==> src/rtl/counter.sv <==
// Up/down counter with parallel load and synchronous reset.
// Priority on each rising edge is reset, then load, then count in the direction set by up.
module counter #(
  parameter int WIDTH = 4
) (
  input  logic             clock,
  input  logic             reset,
  input  logic             load,
  input  logic             up,
  input  logic [WIDTH-1:0] load_data,
  output logic [WIDTH-1:0] count
);

  // Reset and load are tested first, so a don't-care up or load_data cannot reach count
  always_ff @(posedge clock) begin
    if (reset) begin
      count <= '0;
    end else if (load) begin
      count <= load_data;
    end else if (up) begin
      count <= count + WIDTH'(1);
    end else begin
      count <= count - WIDTH'(1);
    end
  end

endmodule

==> config.mk <==
export PLATFORM = sky130hd
export DESIGN_NAME = counter
export DESIGN_NICKNAME = d
export VERILOG_FILES = /design/src/rtl/counter.sv
export SDC_FILE = /design/constraint.sdc
export NUM_CORES = 1
export LEC_CHECK = 0
export ABC_AREA = 1
export CAP_MARGIN = 20
export CELL_PAD_IN_SITES_DETAIL_PLACEMENT = 1
export CELL_PAD_IN_SITES_GLOBAL_PLACEMENT = 2
export CORE_MARGIN = 4
export CORE_UTILIZATION = 16
export CTS_BUF_LIST = sky130_fd_sc_hd__clkbuf_16
export CTS_CLUSTER_DIAMETER = 200
export DETAILED_ROUTE_END_ITERATION = 8
export PLACE_DENSITY = 0.71
export SLEW_MARGIN = 10
export SYNTH_ARGS = -nofsm -noshare
export SYNTH_HDL_FRONTEND = slang
export SYNTH_SLANG_ARGS = --single-unit
==> constraint.sdc <==
create_clock -name clock -period 1.09 [get_ports clock]
set_input_delay 0.109 -clock clock [delete_from_list [all_inputs] [get_ports clock]]
set_output_delay 0.109 -clock clock [all_outputs]
set_load 0.03 [all_outputs]
# == Word-level counts from Yosys, hierarchy flattened ==
# Index checks and enable logic that the tools add are counted.
# word_totals
reg_bits,4
in_bits,8
out_inout_bits,4
word_cells,5
# op_classes
addsub,2
n_mux,2
# ops
cell,count
4-bit 2-to-1 mux,2
4-bit by 1-bit adder with 4-bit output (second input constant),1
4-bit by 1-bit subtractor with 4-bit output (second input constant),1

# == Depth between registers and ports, before layout ==
# logic_depth
word_depth,3
mapped_depth,8
depth_no_buf,8

# == Worst setup path after synthesis ==
# OpenSTA, ideal clock, no wires.
# synth_timing
path_kind,reg2reg
from,register count[2]
to,register count[3]
setup_time_ns,0.109
arrival_ns,1.203
required_ns,0.981
setup_slack_ns,-0.221
stages_incl_launch_ff,8
n_path_buf,0
synth_period_minus_slack_ns,1.311
path_cell_list,dfxtp_1 ha_1 a21oi_2 nand2_1 nand2_1 nand3_1 nand2_1 inv_1
# synth_between
elab_chain_cells,3
word_cells_on_any_way,4
cone_classes,add/sub (2); mux (2)
# synth_rtl
item,line,text
start: declaration,11,output logic [WIDTH-1:0] count
start signal: assignment,19,count <= load_data;
start signal: assignment,21,count <= count + WIDTH'(1);
start signal: assignment,23,count <= count - WIDTH'(1);
4-bit by 1-bit subtractor with 4-bit output / 4-bit by 1-bit adder with 4-bit output (equally long branches),"23, 21",
4-bit 2-to-1 mux (*),20,end else if (up) begin
4-bit 2-to-1 mux (*),18,end else if (load) begin
# Mark *: on every way between the ends. The rest lies on a longest branch, timed or not.
# A chain may end at the register's enable or synchronous reset.

# == Worst setup path after layout ==
# layout_timing
from,register count[0]
to,register count[1]
# Same word-level chain as after synthesis.

==> run metrics <==
status finished, violations left; failing checks negative setup slack; most common cell in the netlist nand2_1; Post-Syn Area 246.5 um2; Longest Clk Path Bufs 2; initial antenna violation count 0; WL final 580 um; EDFF count, synth 0; insertion delay of the later-clocked pin in the worst-skew pair 0.22 ns; share of the synthesized area in the top cell type 32.49%; CP endpoint kind flop; post-route cell area 493.0 um2; WP data required 1.24 ns; num ports 12; Post-Synth Adder-Cell Area 18.27%; IO Port Bufs 11; via count 261; fmax 0.8997 GHz; total power 917.3 uW; diode count 0; CTS Buf Count 3; synthesized net count 45; Max IR drop VDD 0.7774 mV; Hold Fails Final Rpt 0; final setup violation count 2; Die X 47.25 um; Initial Util 17.83%; Slew Limit Fails 0; routability cong. 0.6667; post-synthesis simple-gate area fraction 25.89%; GRT overflow 0; number of global-route vias before repair 288; HPWL after DPL 513.6 um; Core Area 0.001383 mm2; hold buffers post-CTS 0; worst endpoint data arrival time 1.26 ns; Largest Register count; clk_skew 0.002767 ns; H-tree depth 1; Relative slew margins 86.62%; compound-cell area share of the yosys netlist 10.66%; CTS clk-pin slew, worst paths 0.03 ns; nets 64; Seq/Total Area, Yosys 32.49%; Tmin final 1.112 ns; CP Class reg2reg; GRT Overall Usage 7.000%; pwr dens 1861 mW/mm2; largest registers count (4); Area after DPL 404.1 um2; Main synth FF type dfxtp_1; FP Rows 13; Synth area leaders dfxtp_1 (32%), nand2_1 (12%), ha_1 (10%); die height 47.25 um; Startpoint Class flop; CP Max Fanout 2; mux contribution to synthesized area 0%; root buffer cell clkbuf_16; DRC Markers 0; Vias/cell 3.955; CTS tree done; Hold WC Path Type in2reg; Pre-antenna DRT Iters 4; syn avg cell area 7.250 um2; DR iter-0 viols 1; pin count of the biggest net entering global routing 7; Synth-to-Final Area Change 100.0%; post-synth cell types 13; fin crit share 102.0%; post-route ant nets 0; largest family of logic cells by synthesized area simple AND/OR/NAND/NOR gates; Die ar. 0.002233 mm2; xor and xnor area share after synthesis 3.553%; CTS Sinks 4; Yosys top cell by area dfxtp_1; PnR worst setup slack -0.02154 ns; unrepaired setup endpoints after global routing yes; final hold slack 0.4369 ns; static leakage 0.0002397 uW; max-cap viol count 0; Async SR Flop Fraction 0%; post-DR wirelength/cell 8.788 um; Worst Tran Pin Value 0.1995 ns; wire length of the first global-routing pass 1097 um; cell count after synthesis 34; Yosys warning count 0; Post-synth top cells nand2_1 (8), nor2_1 (5), dfxtp_1 (4), inv_1 (4), nand3_1 (3); max reg flops 4; count of state elements after synthesis 4; share of post-route cells with drive strength above 1 35.29%
placed cells by master (no fill, tap or decap), types with 2 or more instances in the layout:
cell type and instances:
nand2_1 8, buf_4 7, clkdlybuf4s50_1 6, nor2_1 5
inv_1 4, nand3_1 3, clkbuf_16 3, inv_2 2
dfxtp_4 2
path summary, 6_finish.rpt:
| path | startpoint | endpoint | slack (ns) | cells past startpoint |
|---|---|---|---|---|
| hold reg to reg | count[0] | count[0] | 0.56 | 2 |
| setup / recovery | count[0] | count[1] | -0.02 | 3 |
| setup reg to reg | count[0] | count[1] | -0.02 | 3 |
| hold / removal | load_data[1] | count[1] | 0.44 | 3 |
layer usage:
layer  track usage (%)  part of all wire [%]  vias up
li1                  -                     -      140
met1             8.333                    48      110
met2             10.43                    43       11
met3             2.299                   9.0        0
met4             4.972                     0        0
met5                 0                     0        -
cells by family after synthesis:
kind of cell | after synthesis
AO/OA/AOI/OAI | 4
AND/OR/NAND/NOR | 16
flip-flops | 4
adder cells (fa/ha/maj) | 3
buffers and inverters | 6
XOR/XNOR | 1
area by class of cell:
| class | instances | area, um2 |
|---|---|---|
| Inverter | 6 | 22.52 |
| Multi-Input combinational cell | 24 | 166.4 |
| Clock buffer | 3 | 75.07 |
| Timing Repair Buffer | 14 | 121.4 |
| Tap cell | 15 | 18.77 |
| Sequential cell | 4 | 88.84 |
| Fill cell | 168 | 889.6 |
worst max-delay path, cell delays in order, from the launching register on:
cell	delay (ns)
dfxtp_4	0.34
fa_2	0.53
nand2_1	0.05
a21oi_1	0.13
per-stage QoR:
stage | TNS, ns | utilization (%) | setup slack [ns] | std cells
2_1_floorplan | -0.06735 | - | -0.02734 | 34
3_3_place_gp | -1.174 | 29.23 | -0.4042 | 62
3_5_place_dp | -1.197 | 29.23 | -0.4126 | 62
4_1_cts | -0.03955 | 35.11 | -0.02030 | 66
5_1_grt | -0.2295 | 35.66 | -0.09391 | 66
6_report | -0.02712 | 35.66 | -0.02154 | 66
report_power, final:
group | total, uW | internal, uW | leakage, uW | switching (uW)
sequential | 176 | 163 | 0.0000348 | 12.9
clock | 559 | 468 | 0.0000370 | 91.3
combinational | 183 | 91.4 | 0.000168 | 91.2
total | 917 | 722 | 0.000240 | 195
timing repair:
action / 4_1_cts / 5_1_grt
buffers inserted: 1 / 0
pin swaps: 1 / 2
resized for setup: 1 / 1
setup endpoints to repair: 3 / 3
Power figures use the tool's default switching activity.
